## src/rtl/alu_ctrl_pkg.sv

```systemverilog
// Shared types and constants for the alu_ctrl sequencer and its register file.
package alu_ctrl_pkg;

  localparam int unsigned DW  = 16;
  localparam int unsigned OPW = 2;

  localparam logic [OPW-1:0] OP_ADD = 2'b00;
  localparam logic [OPW-1:0] OP_SUB = 2'b01;
  localparam logic [OPW-1:0] OP_AND = 2'b10;
  localparam logic [OPW-1:0] OP_NOT = 2'b11;

  typedef enum logic [2:0] {
    ST_IDLE  = 3'd0,
    ST_LOADA = 3'd1,
    ST_LOADB = 3'd2,
    ST_EXEC  = 3'd3,
    ST_WRITE = 3'd4
  } state_e;

  // Two's-complement overflow of s = a op b; only add/sub can overflow.
  function automatic logic signed_ovf(input logic [OPW-1:0] op, input logic [DW-1:0] a,
                                      input logic [DW-1:0] b, input logic [DW-1:0] s);
    logic v;
    v = 1'b0;
    case (op)
      OP_ADD:  v = (a[DW-1] == b[DW-1]) && (s[DW-1] != a[DW-1]);
      OP_SUB:  v = (a[DW-1] != b[DW-1]) && (s[DW-1] != a[DW-1]);
      default: v = 1'b0;
    endcase
    return v;
  endfunction

endpackage

```

## src/rtl/alu_ctrl_regfile.sv

```systemverilog
// NREGS x 16 register file: one synchronous write port, one combinational read port.
module alu_regfile
  import alu_ctrl_pkg::*;
#(
  parameter  int unsigned NREGS = 8,
  localparam int unsigned AW    = $clog2(NREGS)
) (
  input  logic          i_clk,
  input  logic          i_rst_n,
  input  logic          i_we,
  input  logic [AW-1:0] i_waddr,
  input  logic [DW-1:0] i_wdata,
  input  logic [AW-1:0] i_raddr,
  output logic [DW-1:0] o_rdata
);

  logic [DW-1:0] r_mem [NREGS];

  always_ff @(posedge i_clk) begin
    if (!i_rst_n) begin
      for (int i = 0; i < int'(NREGS); i++) r_mem[i] <= '0;
    end else if (i_we) begin
      r_mem[i_waddr] <= i_wdata;
    end
  end

  assign o_rdata = r_mem[i_raddr];

endmodule

```

## src/rtl/alu_ctrl.sv

```systemverilog
// Sequences register-file operands through an external 16-bit ALU and writes the result back.
// Optional ALU_CTRL_STATUS_EN adds registered n_flag / v_flag outputs.
module alu_ctrl
  import alu_ctrl_pkg::*;
#(
  parameter  int unsigned NREGS = 8,
  localparam int unsigned AW    = $clog2(NREGS)
) (
  input  logic           clk,
  input  logic           rst_n,
  input  logic           cmd_valid,
  output logic           cmd_ready,
  input  logic [OPW-1:0] cmd_op,
  input  logic [AW-1:0]  cmd_rd,
  input  logic [AW-1:0]  cmd_rn,
  input  logic [AW-1:0]  cmd_rm,
  input  logic           wr_en,
  input  logic [AW-1:0]  wr_addr,
  input  logic [DW-1:0]  wr_data,
  output logic [DW-1:0]  alu_a,
  output logic [DW-1:0]  alu_b,
  output logic [OPW-1:0] alu_op,
  input  logic [DW-1:0]  alu_out,
  input  logic           alu_z,
  output logic           done,
  output logic [DW-1:0]  result,
  output logic           z_flag
`ifdef ALU_CTRL_STATUS_EN
  ,
  output logic           n_flag,
  output logic           v_flag
`endif
);

  state_e         r_state, w_state_nxt;
  logic           w_accept, w_ld_a, w_ld_b, w_exec, w_write, w_ext_wr;
  logic [AW-1:0]  w_rd_addr;
  logic [DW-1:0]  w_rd_data;
  logic           w_we;
  logic [AW-1:0]  w_wr_addr;
  logic [DW-1:0]  w_wr_data;

  logic [OPW-1:0] r_op;
  logic [AW-1:0]  r_rd, r_rn, r_rm;
  logic [DW-1:0]  r_a, r_b, r_c;
  logic           r_z, r_done, r_cmd_ready;

  always_ff @(posedge clk) begin
    if (!rst_n) r_state <= ST_IDLE;
    else        r_state <= w_state_nxt;
  end

  always_comb begin
    w_state_nxt = r_state;
    w_accept    = 1'b0;
    w_ld_a      = 1'b0;
    w_ld_b      = 1'b0;
    w_exec      = 1'b0;
    w_write     = 1'b0;
    w_ext_wr    = 1'b0;
    w_rd_addr   = r_rn;
    case (r_state)
      ST_IDLE: begin
        w_ext_wr = wr_en;
        if (cmd_valid) begin
          w_accept    = 1'b1;
          w_state_nxt = ST_LOADA;
        end
      end
      ST_LOADA: begin
        w_ld_a      = 1'b1;
        w_rd_addr   = r_rn;
        w_state_nxt = ST_LOADB;
      end
      ST_LOADB: begin
        w_ld_b      = 1'b1;
        w_rd_addr   = r_rm;
        w_state_nxt = ST_EXEC;
      end
      ST_EXEC: begin
        w_exec      = 1'b1;
        w_state_nxt = ST_WRITE;
      end
      ST_WRITE: begin
        w_write     = 1'b1;
        w_state_nxt = ST_IDLE;
      end
      default: w_state_nxt = ST_IDLE;
    endcase
  end

  // Writeback and external loads share the single write port; they never overlap.
  assign w_we      = w_ext_wr | w_write;
  assign w_wr_addr = w_write ? r_rd : wr_addr;
  assign w_wr_data = w_write ? r_c  : wr_data;

  alu_regfile #(.NREGS(NREGS)) u_regfile (
    .i_clk   (clk),
    .i_rst_n (rst_n),
    .i_we    (w_we),
    .i_waddr (w_wr_addr),
    .i_wdata (w_wr_data),
    .i_raddr (w_rd_addr),
    .o_rdata (w_rd_data)
  );

  // C doubles as the result register so result is valid alongside the done pulse.
  always_ff @(posedge clk) begin
    if (!rst_n) begin
      r_op        <= '0;
      r_rd        <= '0;
      r_rn        <= '0;
      r_rm        <= '0;
      r_a         <= '0;
      r_b         <= '0;
      r_c         <= '0;
      r_z         <= 1'b0;
      r_done      <= 1'b0;
      r_cmd_ready <= 1'b1;
    end else begin
      r_cmd_ready <= (w_state_nxt == ST_IDLE);
      r_done      <= (w_state_nxt == ST_WRITE);
      if (w_accept) begin
        r_op <= cmd_op;
        r_rd <= cmd_rd;
        r_rn <= cmd_rn;
        r_rm <= cmd_rm;
      end
      if (w_ld_a) r_a <= w_rd_data;
      if (w_ld_b) r_b <= w_rd_data;
      if (w_exec) begin
        r_c <= alu_out;
        r_z <= alu_z;
      end
    end
  end

  assign cmd_ready = r_cmd_ready;
  assign alu_a     = r_a;
  assign alu_b     = r_b;
  assign alu_op    = r_op;
  assign done      = r_done;
  assign result    = r_c;
  assign z_flag    = r_z;

`ifdef ALU_CTRL_STATUS_EN
  logic r_n, r_v;

  always_ff @(posedge clk) begin
    if (!rst_n) begin
      r_n <= 1'b0;
      r_v <= 1'b0;
    end else if (w_exec) begin
      r_n <= alu_out[DW-1];
      r_v <= signed_ovf(r_op, r_a, r_b, alu_out);
    end
  end

  assign n_flag = r_n;
  assign v_flag = r_v;
`endif

endmodule

```

## config.mk

```make
export PLATFORM = sky130hd
export DESIGN_NAME = alu_ctrl
export DESIGN_NICKNAME = d
export VERILOG_FILES = /design/src/rtl/alu_ctrl_pkg.sv /design/src/rtl/alu_ctrl_regfile.sv /design/src/rtl/alu_ctrl.sv
export SDC_FILE = /design/constraint.sdc
export NUM_CORES = 1
export LEC_CHECK = 0
export CAP_MARGIN = 30
export CELL_PAD_IN_SITES_DETAIL_PLACEMENT = 0
export CELL_PAD_IN_SITES_GLOBAL_PLACEMENT = 1
export CORE_MARGIN = 4
export CORE_UTILIZATION = 49
export DETAILED_ROUTE_END_ITERATION = 7
export PLACE_DENSITY = 0.87
export SLEW_MARGIN = 20
export SYNTH_ARGS = -nofsm -noshare
export SYNTH_HDL_FRONTEND = slang
export SYNTH_SLANG_ARGS = --single-unit
```

## constraint.sdc

```tcl
create_clock -name clk -period 5.7 [get_ports clk]
set_clock_uncertainty 0.1 [all_clocks]
set_input_delay 0.855 -clock clk [delete_from_list [all_inputs] [get_ports clk]]
set_output_delay 0.855 -clock clk [all_outputs]
set_load 0.02 [all_outputs]
```

==> summary.md <==
| Metric | Value |
|---|---|
| Outcome | `completed` |
| Ys flop type | `edfxtp_1` |
| Synthesis Warnings | `0` |
| Die area | `between 20000 and 25000 um2` |
| Postcts setup bufs | `0` |
| Maximum number of pins on one net before global-route repair | `between 60 and 70` |
| Worst hold path type | `reg2reg` |
| Worst setup SP type | `flop` |
| Worst setup EP type | `flop` |
| CTS Root Cell | `clkbuf_16` |
| Seq pwr share | `49.7%` |
| Via count | `~6800` |
| Starting DRT DRC Count | `approximately 640` |
| Initial core utilization | `between 40% and 50%` |
| Syn_nets | `878` |
| Area Growth Syn to Fin | `17.9%` |
| DR WL/cell | `approximately 20 um` |
| LEAKAGE | `4.15 nW` |
| Clk Latency, worst-skew pair | `430 ps` |
| Cells after Synth | `827` |
| Clock Path Buffers | `2` |
| Yosys reg bits | `between 150 and 200` |
| CORE AREA | `about 19000 um2` |
| Gr ovfl total | `0` |
| CTS tree | `built` |
| Die X | `between 100 and 150 um` |
| Final setup TNS | `0 ps` |
| Met1 WL | `10.2 mm` |
| Row Count | `51` |
| Cell Area, Synth | `approximately 9700 um2` |
| Fraction of layout cells with a size suffix above 1 | `around 14%` |
| Relative slew slack | `a little over a third` |
| DR vias/cell | `a little under 6` |
| PD cells | `about 280 nW/um2` |
| Max Slew Vio Count | `0` |
| Io pins | `104` |
| Most frequent cells in the layout | `nor2_1 (130), edfxtp_1 (128), nand2_1 (127)` |
| Hold Slack | `around 360 ps` |
| Drt pass-1 iters | `5` |
| Depth of the CTS H-tree | `4` |
| Seq/Total Area, Yosys | `between 50% and 60%` |
| Hpwl dp | `about 16 mm` |
| Sw Pwr | `0.847 mW` |
| Crit path required time | `approximately 5700 ps` |
| Min Tclk post-route | `about 3400 ps` |
| Max frequency | `between 200 and 300 MHz` |
| Die Y-Extent | `approximately 150 um` |
| Avg Synthesized Cell Area | `~12 um2` |
| Antenna violations before repair | `0` |
| Layout Nets | `948` |
| Period Utilization, post-route | `between 50% and 60%` |
| Switch share | `a little over a quarter` |
| RSZ-0062 raised after global routing | `no` |
| WP data arrival | `between 3000 and 4000 ps` |
| Total Wirelength | `23.9 mm` |
| First-pass GRT wire length | `roughly 37 mm` |
| Max layer used | `met4` |
| VDD IR max | `between 200 and 250 uV` |
| Crit path max fanout | `22` |
| Gate power share | `between 10% and 20%` |
| Gp weighted congestion | `0.829` |
| Cts hold-fix bufs | `0` |
| Post-CTS Resized | `0` |
| Final ANT Viol Nets | `0` |
| PortBufs | `103` |
| Most common cell after layout, fill and taps aside | `nor2_1` |
| Vias in the first global route | `between 6000 and 7000` |
| Clock transition at path regs | `~70 ps` |
| Num CTS Buffers | `17` |
| P_int | `roughly 2.4 mW` |
| Worst Max-Slew Pin Slew | `about 940 ps` |
| Max Cap Violations | `0` |
| Number of diodes | `0` |
| Clock sink count | `193` |
| WL met2 | `11.2 mm` |
| Post-synth cell types | `between 40 and 50` |
| Fraction of registers with async set or reset after synthesis | `0%` |
| Gr usage total | `22.0%` |
| Met3 routed wirelength | `around 2.3 mm` |
| Post-synth EDFFs | `around 130` |
| Hold Vio Cnt, Final | `0` |
| Crit Path Category | `reg2reg` |
| Setup-failing EPs final | `0` |
| Final routed DRC violation total | `0` |
| Clock share of power | `a little over a third` |
[per-layer routing]
metal | vias up | GRT usage [%]
met4 | 0 | 5.13
li1 | 3186 | -
met1 | 3278 | 31.2
met5 | - | 0
met2 | 303 | 34.6
met3 | 22 | 5.51
[power by group through the flow]
stage	logic, mW	registers (mW)	clock network (mW)
2_1_floorplan	0.285	1.64	0
3_3_place_gp	0.446	1.65	0
3_5_place_dp	0.450	1.65	0
4_1_cts	0.452	1.62	1.19
5_1_grt	0.494	1.62	1.24
6_report	0.458	1.62	1.18
[final timing paths]
check / start / end / slack (ps) / cells after the start
max: r_state[2] / u_regfile.r_mem[2][11] / 2310 / 5
min: r_rn[1] / r_rn[1] / 360 / 2
max reg2reg: r_state[2] / u_regfile.r_mem[2][11] / 2310 / 5
min reg2reg: r_rn[1] / r_rn[1] / 360 / 2
[Yosys cell counts (4+ instances only)]
| master | number | area [um2] |
|---|---|---|
| dfxtp_1 | 65 | 1300 |
| a21oi_1 | 59 | 295 |
| buf_1 | 7 | 26.3 |
| mux2i_1 | 47 | 470 |
| clkbuf_1 | 39 | 146 |
| nand3_2 | 4 | 40.0 |
| a211o_1 | 29 | 254 |
| a211oi_1 | 14 | 105 |
| mux4_2 | 60 | 1350 |
| nor2_1 | 130 | 488 |
| edfxtp_1 | 128 | 3840 |
| buf_6 | 8 | 90.1 |
| nand2_1 | 127 | 477 |
| nor2b_1 | 17 | 106 |
| a21boi_0 | 28 | 210 |
| buf_2 | 11 | 55.1 |
| o21ai_0 | 17 | 85.1 |
[per-stage QoR]
step           cell area (um2)  power, mW  std cells  setup slack [ps]  utilization (%)
6_report                 11400       3.25       1175              2310             58.8
4_1_cts                  11400       3.26       1174              2300             58.7
3_5_place_dp             10800       2.10       1142              2090             55.7
2_1_floorplan             9700       1.93        827              2750                -
5_1_grt                  11400       3.36       1175              2110             58.8
3_3_place_gp             10800       2.09       1141              2180             55.7
[cell families after synthesis]
| logic type | synth area share [%] |
|---|---|
| simple gates | 13.3 |
| flops | 53.0 |
| compound gates | 10.5 |
| mux | 19.7 |
| buf+inv | 3.37 |
[sequential cells by signal (all words and copies together) (netlist names)]
name             count
alu_a               16
alu_b               16
alu_op               2
cmd_ready            1
done                 1
r_rd                 3
r_rm                 3
r_rn                 3
r_state              3
result              16
u_regfile.r_mem    128
z_flag               1
[cell type report]
class	count	area [um2]
fillers	1554	8020
flip-flops and latches	193	5150
multi-input cells	567	4240
repair buffers	117	1140
clock buffers	19	454
well taps	265	332
clock inverters	13	120
inverters	1	3.75
[worst max-delay path: stages, from the launching register on]
cell	delay [ps]
dfxtp_1	500
or3b_1	370
buf_4	260
a2111oi_4	590
nand3_2	460
nand2_1	730
Power figures use the tool's default switching activity.
